## src/rtl/jump_sequencer.sv

```systemverilog
// ---------------------------------------------------------------------------
// jump_sequencer
//
// Multicycle jump/link sequencer for a MIPS-style multicycle datapath. The
// main control FSM hands any jump-class instruction to this block. The block
// decodes J/JAL/JR/JALR, latches the target, issues the link-register write
// when one is needed, issues the PC load, and then reports done. Illegal
// opcodes and misaligned register targets end in a fault.
//
// Ports:
//   clk           system clock
//   reset         synchronous, active-high reset
//   start         request from the main control FSM (sampled only in IDLE)
//   instruction   instruction word, latched when start is accepted
//   pc            address of the current instruction, latched with start
//   rs_data       register-file read of instruction[25:21], valid in DECODE
//   busy          high in every state except IDLE
//   done          one-cycle completion pulse (normal or fault)
//   fault         high when the operation faulted; held until next start
//   fault_code    01 illegal opcode/funct, 10 misaligned target, else 00
//   link_write    register-file write enable pulse
//   link_addr     register-file write address (held between pulses)
//   link_data     register-file write data (held between pulses)
//   pc_write      PC load-enable pulse
//   pc_next       jump target (held between pulses)
//   current_state IDLE=0, DECODE=1, LINK=2, JUMP=3, FAULT=4
// ---------------------------------------------------------------------------
module jump_sequencer #(
    parameter int DATA_W      = 32,
    parameter int LINK_OFFSET = 4,
    parameter int LINK_REG    = 31,
    parameter int JALR_EN     = 1
) (
    input  logic              clk,
    input  logic              reset,
    input  logic              start,
    input  logic [31:0]       instruction,
    input  logic [DATA_W-1:0] pc,
    input  logic [DATA_W-1:0] rs_data,
    output logic              busy,
    output logic              done,
    output logic              fault,
    output logic [1:0]        fault_code,
    output logic              link_write,
    output logic [4:0]        link_addr,
    output logic [DATA_W-1:0] link_data,
    output logic              pc_write,
    output logic [DATA_W-1:0] pc_next,
    output logic [2:0]        current_state
);

    typedef enum logic [2:0] {
        IDLE   = 3'd0,
        DECODE = 3'd1,
        LINK   = 3'd2,
        JUMP   = 3'd3,
        FAULT  = 3'd4
    } state_t;

    localparam logic [5:0] OP_SPECIAL = 6'b000000;
    localparam logic [5:0] OP_J       = 6'b000010;
    localparam logic [5:0] OP_JAL     = 6'b000011;
    localparam logic [5:0] FN_JR      = 6'b001000;
    localparam logic [5:0] FN_JALR    = 6'b001001;

    localparam logic [1:0] CODE_ILLEGAL    = 2'b01;
    localparam logic [1:0] CODE_MISALIGNED = 2'b10;

    localparam logic [DATA_W-1:0] LINK_INC  = DATA_W'(LINK_OFFSET);
    localparam logic [4:0]        LINK_ADDR = 5'(LINK_REG);

    state_t            state;
    logic [31:0]       instr_q;
    logic [DATA_W-1:0] pc_q;
    logic [DATA_W-1:0] target_q;

    logic [5:0]        opcode;
    logic [5:0]        funct;
    logic [4:0]        rd;
    logic [DATA_W-1:0] jump_target;
    logic              dec_fault;
    logic [1:0]        dec_code;
    logic              dec_link;
    logic [4:0]        dec_laddr;
    logic [DATA_W-1:0] dec_target;

    assign current_state = state;

    // Classification of the latched instruction; only consumed in DECODE,
    // which is the one cycle where rs_data is guaranteed valid.
    always_comb begin
        opcode      = instr_q[31:26];
        funct       = instr_q[5:0];
        rd          = instr_q[15:11];
        jump_target = {pc_q[DATA_W-1:28], instr_q[25:0], 2'b00};

        dec_fault  = 1'b0;
        dec_code   = 2'b00;
        dec_link   = 1'b0;
        dec_laddr  = LINK_ADDR;
        dec_target = jump_target;

        case (opcode)
            OP_J: begin
                dec_link = 1'b0;
            end
            OP_JAL: begin
                dec_link = 1'b1;
            end
            OP_SPECIAL: begin
                dec_target = rs_data;
                if (funct == FN_JR) begin
                    if (rs_data[1:0] != 2'b00) begin
                        dec_fault = 1'b1;
                        dec_code  = CODE_MISALIGNED;
                    end
                end else if (funct == FN_JALR && JALR_EN != 0) begin
                    if (rs_data[1:0] != 2'b00) begin
                        dec_fault = 1'b1;
                        dec_code  = CODE_MISALIGNED;
                    end else begin
                        // rd==0 would be a write to the hardwired zero
                        // register, so the link cycle is skipped entirely.
                        dec_link  = (rd != 5'd0);
                        dec_laddr = rd;
                    end
                end else begin
                    dec_fault = 1'b1;
                    dec_code  = CODE_ILLEGAL;
                end
            end
            default: begin
                dec_fault = 1'b1;
                dec_code  = CODE_ILLEGAL;
            end
        endcase
    end

    // Every output is set on the edge that enters the state it belongs to,
    // so pulses line up exactly with LINK / JUMP / FAULT.
    always_ff @(posedge clk) begin
        if (reset) begin
            state      <= IDLE;
            instr_q    <= '0;
            pc_q       <= '0;
            target_q   <= '0;
            busy       <= 1'b0;
            done       <= 1'b0;
            fault      <= 1'b0;
            fault_code <= 2'b00;
            link_write <= 1'b0;
            link_addr  <= '0;
            link_data  <= '0;
            pc_write   <= 1'b0;
            pc_next    <= '0;
        end else begin
            done       <= 1'b0;
            link_write <= 1'b0;
            pc_write   <= 1'b0;

            case (state)
                IDLE: begin
                    if (start) begin
                        instr_q    <= instruction;
                        pc_q       <= pc;
                        fault      <= 1'b0;
                        fault_code <= 2'b00;
                        busy       <= 1'b1;
                        state      <= DECODE;
                    end
                end

                DECODE: begin
                    // Latch the target now: a JALR with rd==rs must jump to
                    // the value rs held before the link write lands.
                    target_q <= dec_target;
                    if (dec_fault) begin
                        done       <= 1'b1;
                        fault      <= 1'b1;
                        fault_code <= dec_code;
                        state      <= FAULT;
                    end else if (dec_link) begin
                        link_write <= 1'b1;
                        link_addr  <= dec_laddr;
                        link_data  <= pc_q + LINK_INC;
                        state      <= LINK;
                    end else begin
                        pc_write <= 1'b1;
                        pc_next  <= dec_target;
                        done     <= 1'b1;
                        state    <= JUMP;
                    end
                end

                LINK: begin
                    pc_write <= 1'b1;
                    pc_next  <= target_q;
                    done     <= 1'b1;
                    state    <= JUMP;
                end

                JUMP, FAULT: begin
                    busy  <= 1'b0;
                    state <= IDLE;
                end

                default: begin
                    busy  <= 1'b0;
                    state <= IDLE;
                end
            endcase
        end
    end

endmodule

```

## config.mk

```make
export PLATFORM = sky130hd
export DESIGN_NAME = jump_sequencer
export DESIGN_NICKNAME = d
export VERILOG_FILES = /design/src/rtl/jump_sequencer.sv
export SDC_FILE = /design/constraint.sdc
export NUM_CORES = 1
export LEC_CHECK = 0
export CELL_PAD_IN_SITES_DETAIL_PLACEMENT = 0
export CELL_PAD_IN_SITES_GLOBAL_PLACEMENT = 2
export CORE_ASPECT_RATIO = 1.75
export CORE_MARGIN = 2
export CORE_UTILIZATION = 37
export DETAILED_ROUTE_END_ITERATION = 8
export DONT_BUFFER_PORTS = 1
export PLACE_DENSITY = 0.82
export SYNTH_ARGS = -nofsm -noshare
export SYNTH_HDL_FRONTEND = slang
export SYNTH_SLANG_ARGS = --single-unit
```

## constraint.sdc

```tcl
create_clock -name clk -period 2.3 [get_ports clk]
set_input_delay 0.115 -clock clk [delete_from_list [all_inputs] [get_ports clk]]
set_output_delay 0.115 -clock clk [all_outputs]
set_load 0.005 [all_outputs]
```

# Yosys cells after proc, flatten, opt, wreduce, memory -nomap -nowiden
# Cells that the tools add are included.
# W data, S select, Z words.
[word_totals]
reg_bits = 175
in_bits = 99
out_inout_bits = 79
elab_cells = 79
[classes]
add_sub_neg = 1
n_eq_ne = 10
muxes = 38
bitwise = 3
reduce_logical = 14
[ops]
columns = ["op", "n"]
rows = [
  ["$mux W32", 3],
  ["$pmux W32 S2", 1],
  ["$add A32 B3 Y32 const B", 1],
  ["$mux W5", 4],
  ["$mux W1", 14],
  ["$eq A6 B2 Y1 const B", 2],
  ["$eq A6 B4 Y1 const B", 2],
  ["$pmux W1 S2", 6],
  ["$mux W2", 5],
  ["$pmux W3 S3", 1],
  ["$reduce_and A3 Y1", 3],
  ["$ne A2 B2 Y1 const B", 4],
  ["$pmux W2 S2", 2],
  ["$logic_not A6 Y1", 1],
  ["$mux W3", 2],
  ["$reduce_bool A2 Y1", 3],
  ["$reduce_bool A5 Y1", 1],
  ["$reduce_and A2 Y1", 2],
  ["$reduce_or A2 Y1", 2],
  ["$eq A3 B1 Y1 const B", 1],
  ["$eq A3 B2 Y1 const B", 1],
  ["$logic_not A3 Y1", 1],
  ["$not A1 Y1", 3],
  ["$reduce_or A3 Y1", 1],
]

# Logic depth before layout (Yosys ltp)
[depth]
word_depth = 8
depth_mapped = 9
depth_no_buf = 6

# Least setup slack after synthesis
# No wires, ideal clock.
[synth_path]
path_kind = "register to register"
start = "register instr_q[31]"
end = "register link_data[21]"
setup_ns = 0.146
arrival_ns = 1.666
required_ns = 2.154
slack_ns = 0.488
path_stages_with_launch = 9
n_path_buf = 3
period_less_slack_ns = 1.812
path_cell_list = "dfxtp_1 -> nor4_4 -> and4_1 -> buf_4 -> a32oi_2 -> nor2_1 -> buf_6 -> buf_6 -> a211oi_2"
[synth_via]
elab_chain_cells = 5
elab_cells_between_ends = 8
cone_classes = "eq/ne: 2; mux: 2; bitwise: 1; reduce/logical: 3"
[synth_lines]
columns = ["element", "line", "text"]
rows = [
  ["from (decl)", "73", "logic [31:0] instr_q;"],
  ["from (signal assigned)", "164", "instr_q <= instruction;"],
  ["$eq A6 B2 Y1", "103", "case (opcode)"],
  ["$reduce_or A2 Y1 (no source line)", "n/a", ""],
  ["$pmux W1 S2", "103", ""],
  ["$not A1 Y1 (no source line)", "n/a", ""],
  ["$reduce_and A3 Y1 (no source line) (*)", "n/a", ""],
  ["to (signal assigned)", "185", "link_data <= pc_q + LINK_INC;"],
  ["to (decl)", "46", "output logic [DATA_W-1:0] link_data,"],
]
# Mark *: on every way between the ends. The rest lies on a longest branch, timed or not.
# A chain may end at the register's enable or synchronous reset.

# Final worst setup path
[layout_path]
start = "register instr_q[31]"
end = "register state[1], in the netlist current_state[1]"
[layout_via]
elab_chain_cells = 5
elab_cells_between_ends = 7
cone_classes = "eq/ne: 2; mux: 3; reduce/logical: 2"
[layout_lines]
columns = ["element", "line", "text"]
rows = [
  ["$eq A6 B2 Y1", "103", ""],
  ["$reduce_or A2 Y1 (no source line)", "n/a", ""],
  ["$pmux W1 S2 (*)", "103", ""],
  ["$mux W3 (*)", "177", "if (dec_fault) begin"],
  ["$pmux W3 S3 (*)", "161", "case (state)"],
  ["to (signal assigned)", "169", "state <= DECODE;"],
  ["to (signal assigned)", "181", "state <= FAULT;"],
  ["to (signal assigned)", "186", "state <= LINK;"],
  ["to (decl)", "72", "state_t state;"],
]
# Marks and branches as above.

==> results <==
- For the final database, setup skew stands at 12.6 ps.
- The endpoint type of the worst setup path is a flip-flop.
- The TritonCTS clock tree is done.
- Summed over all nets, the half-perimeter wirelength after detailed placement is 16800 um.
- The number of buffers inserted by port buffering is 0.
- Each instance of the synthesized netlist takes up on average 8.29 sq um.
- Setup repair after global routing left no endpoint under its margin.
- At the worst endpoint, the arrival time is 2570 ps.
- The area occupied by registers is 3500 sq um.
- After synthesis the netlist holds a flip-flop and latch count of 175.
- Entering global routing, the biggest net connects 207 pins.
- The time the worst path needs with I/O delays and setup is 2190 ps.
- The placed instances occupy a cell area of 8270 sq um.
- The initial utilization of the core area, before any placement, comes to 37.4%.
- The fraction of met3 tracks used by global routing is 6.15%.
- Of the synthesized area, sequential elements account for 44.0%.
- The die is 115 um wide.
- In this run the cell area of the synthesized design comes to 7970 sq um.
- The number of violations of the max-capacitance limit is 0.
- The wire length of the first global-routing pass is 39300 um.
- The total I/O pin count is 178.
- The maximum clock frequency is 457 MHz.
- STA puts the critical path data required time at 2680 ps.
- The tightest min-delay check is of the input pin to flip-flop type.
- The global routing stage identified its most utilized layer as met2.
- The flow ran to the end, but the final reports show violations.
- The worst-case IR drop observed on VDD is 432 uV.
- Across all hold checks on the routed design, the worst slack comes to -268 ps.
- The DRC violation total after the first TritonRoute iteration is 449.
- The distinct cell type count of the synthesized netlist is 45.
- The synthesized net count is 1061.
- The clock latency of the later-clocked register in the worst-skew pair is 440 ps.
- The fraction of post-synthesis cell area in the top cell type by area is 44.0%.
- The clock net in this run drives a total of 175 sinks.
- Net switching is 25.9% of the power.
- The count of nets left with antenna violations after detail routing is 0.
- Internal power comes to 5210 uW.
- The leakage power is 0.00345 uW.
- The dominant delay contributor by cell family on the critical path is buffers and inverters.
- After detailed routing, the number of remaining DRC violations is 0.
- The CTS clock-pin slew for the worst setup and hold paths is 70 ps.
- The H-tree was split into 4 levels.
- Counting along the longest clock path gives a buffer depth of 2.
- Headroom to the max-slew limit came out at 70.5%.
- The met2 track demand over resource in global routing is 41.7%.
- The max-slew violation count is 0.
- For met1 alone, demand over resource in global routing was 23.7%.
- The worst setup path is launched from a flip-flop.
- The vertical die dimension is 198 um.
- The total count of hold-check failures in the final report is 128.
- Setup violations remaining at the end of the flow were counted as 0.
- Timing analysis after detailed placement gives a worst setup slack of 283 ps.
- Counting flops with a built-in enable in the synthesized netlist gives 0.
- Yosys printed 0 warnings.
- The floorplan die area is 22800 sq um.
- The number of detailed-routing iterations run before antenna repair is 6.
- The cell type with the highest aggregate area in the netlist is sky130_fd_sc_hd__dfxtp_1.
- The worst path meets setup with 113 ps of slack.
- The routed wire length is 26200 um.
- The critical path class is flip-flop to flip-flop.
- The initial antenna violation count is 2.
- Yosys attributes the largest share of cell area to sky130_fd_sc_hd__dfxtp_1 44%, sky130_fd_sc_hd__a21oi_1 7.0%, sky130_fd_sc_hd__nand2_1 7.0%, sky130_fd_sc_hd__mux2_2 4.1%, sky130_fd_sc_hd__a211oi_2 3.8%.
- The final layout contains 1122 nets.
- The signal on the critical path passes through nor4_4 -> and2_1 -> o21ai_4 -> buf_4 -> a21oi_1 -> dlygate4sd3_1.
- The clock share of power is 42.0%.
- The combinational cell fraction of total power is 11.2%.
- The transition at the pin with the smallest max-transition slack is 438 ps.
- The highest net fanout along the worst path is 23.
- The final estimated routing congestion in global placement is 0.789.
- The number of global-route vias before repair was 7016.
- The via total after detailed routing is 7165.
- After floorplanning, the core was divided into 71 placement rows.
- The final reports fail on negative hold slack.
- Dividing the detail-routed via count by the number of cells gives 5.54.
- The power density of the placed cells is 715 nW/um^2.
- The sequential share of power is 46.9%.
- After technology mapping, the gate count stands at 961.
- The clock root buffer is sky130_fd_sc_hd__clkbuf_16.
- In this run, CTS created clock tree buffers numbering 17.
- The number of fillers in the final layout is 2151.
- The net switching power is 1830 uW.
- For this run, the leading register cell type out of synthesis is sky130_fd_sc_hd__dfxtp_1.
- On the critical path, the stage with the largest delay is an instance of sky130_fd_sc_hd__dlygate4sd3_1.
- Adding up every negative setup slack in the final design gives 0 ps.
- The region available for standard cell placement spans 21300 sq um.
- The share of post-route cells with drive strength above 1 is 13.4%.
- Once layout is complete, the utilization of the core stands at 46.2%.
- Dividing the detail-routed wire length by the instance count gives 20.3 um.
- Together, buffers and inverters on the worst path number 2.
- Counting flops with an async set or reset pin after synthesis yields a share of 0%.
- Relative to the synthesized area, the layout overhead comes to 23.7%.
- For this run, the total global-route usage over all layers was measured as 22.6%.
- The multi-input combinational cells in the finished layout cover a total of 4100 sq um.
- The delay contributed by the slowest stage of the critical path is 570 ps.
- The overflow left after global routing is 0.
- The setup check on the worst reg-to-reg path leaves a slack of 110 ps.
- The finished layout cell area is 9850 sq um.
- The worst path uses 95.1% of the clock period.
per-stage QoR:
step,std cells,power (uW)
after CTS,1271,7100
after global placement,1161,4090
final,1293,7040
after floorplan,961,3900
after global routing,1292,7320
after detailed placement,1161,4090
synthesized netlist by cell type, types with 2 or more instances:
cell type                  instances
sky130_fd_sc_hd__buf_4             2
sky130_fd_sc_hd__mux2_2           29
sky130_fd_sc_hd__nand4_1          42
sky130_fd_sc_hd__and4_1            6
sky130_fd_sc_hd__buf_6             6
sky130_fd_sc_hd__nor3_1           45
sky130_fd_sc_hd__dfxtp_1         175
sky130_fd_sc_hd__xor2_1           14
sky130_fd_sc_hd__a21oi_1         112
sky130_fd_sc_hd__and2_1            4
sky130_fd_sc_hd__a211oi_1          6
sky130_fd_sc_hd__buf_1             2
sky130_fd_sc_hd__o211ai_1          2
sky130_fd_sc_hd__or2_2             2
sky130_fd_sc_hd__o21ai_0          34
sky130_fd_sc_hd__nor2_1           75
sky130_fd_sc_hd__clkbuf_1         63
sky130_fd_sc_hd__a211oi_2         24
sky130_fd_sc_hd__xnor2_1          14
sky130_fd_sc_hd__clkbuf_2          3
sky130_fd_sc_hd__nand2b_1          2
sky130_fd_sc_hd__nor3b_1          31
sky130_fd_sc_hd__or3_1             3
sky130_fd_sc_hd__nor4_1            9
sky130_fd_sc_hd__nand3_1          46
sky130_fd_sc_hd__buf_2            11
sky130_fd_sc_hd__nand4_2           2
sky130_fd_sc_hd__and3_1            3
sky130_fd_sc_hd__nand2_1         149
sky130_fd_sc_hd__nand3b_1         30
kinds of logic after synthesis:
logic type	synth area share, %
compound gates	14.3
xor+xnor	3.08
fa+ha+maj	0.157
buf+inv	5.47
flops	44.0
mux	4.22
simple gates	28.8
timing repair:
action                                  4_1_cts  5_1_grt
endpoints found under the hold margin       175      136
hold buffers                                 78       18
buffers inserted                              0        0
endpoints found under the setup margin        0       24
resized for setup                             0        4
area by class of cell:
class | instances | share of cell area (%)
multi-input combinational | 697 | 41.6
sequential | 175 | 35.6
inverter | 1 | 0.0381
tap | 255 | 3.24
clock inverter | 12 | 1.36
timing repair buffer | 130 | 13.4
clock buffer | 20 | 4.74
antenna | 3 | 0.0762
path summary, 6_finish.rpt:
path / startpoint / endpoint / cells after the start
setup reg to reg: instr_q[31] / current_state[1] / 6
hold / removal: reset / instr_q[16] / 1
hold reg to reg: instr_q[16] / instr_q[16] / 2
setup / recovery: instr_q[31] / current_state[1] / 6
power by group through the flow:
stage	logic, uW	clock network (uW)	registers, uW
final	788	2950	3300
after global routing	865	3140	3310
after CTS	780	3030	3300
after detailed placement	728	0	3370
after global placement	725	0	3360
after floorplan	576	0	3320
routing by layer:
metal / wire [um] / vias up / part of all wire [%]
met5: 0 / - / 0
met4: 620 / 0 / 2.4
met3: 1440 / 33 / 5.5
met2: 14300 / 168 / 55
met1: 9800 / 3465 / 37
li1: - / 3499 / -
placed cells by master, fill, tap and decap left out, types with 6 or more instances in the layout:
cell type / n
sky130_fd_sc_hd__a211oi_1: 6
sky130_fd_sc_hd__a211oi_2: 24
sky130_fd_sc_hd__a21oi_1: 112
sky130_fd_sc_hd__and4_1: 6
sky130_fd_sc_hd__buf_12: 8
sky130_fd_sc_hd__buf_4: 25
sky130_fd_sc_hd__clkbuf_16: 17
sky130_fd_sc_hd__dfxtp_1: 175
sky130_fd_sc_hd__dlygate4sd3_1: 96
sky130_fd_sc_hd__mux2_2: 29
sky130_fd_sc_hd__nand2_1: 149
sky130_fd_sc_hd__nand3_1: 46
sky130_fd_sc_hd__nand3b_1: 30
sky130_fd_sc_hd__nand4_1: 42
sky130_fd_sc_hd__nor2_1: 71
sky130_fd_sc_hd__nor3_1: 44
sky130_fd_sc_hd__nor3b_1: 31
sky130_fd_sc_hd__nor4_1: 9
sky130_fd_sc_hd__o21ai_0: 34
sky130_fd_sc_hd__xnor2_1: 14
sky130_fd_sc_hd__xor2_1: 14
sequential cells by signal, indices dropped and copies added (netlist names), 2 cells and up:
signal / count
link_addr: 5
target_q: 32
link_data: 32
pc_q: 32
pc_next: 32
instr_q: 32
fault_code: 2
current_state: 3
Note: power is estimated with default switching activity, not from simulation.
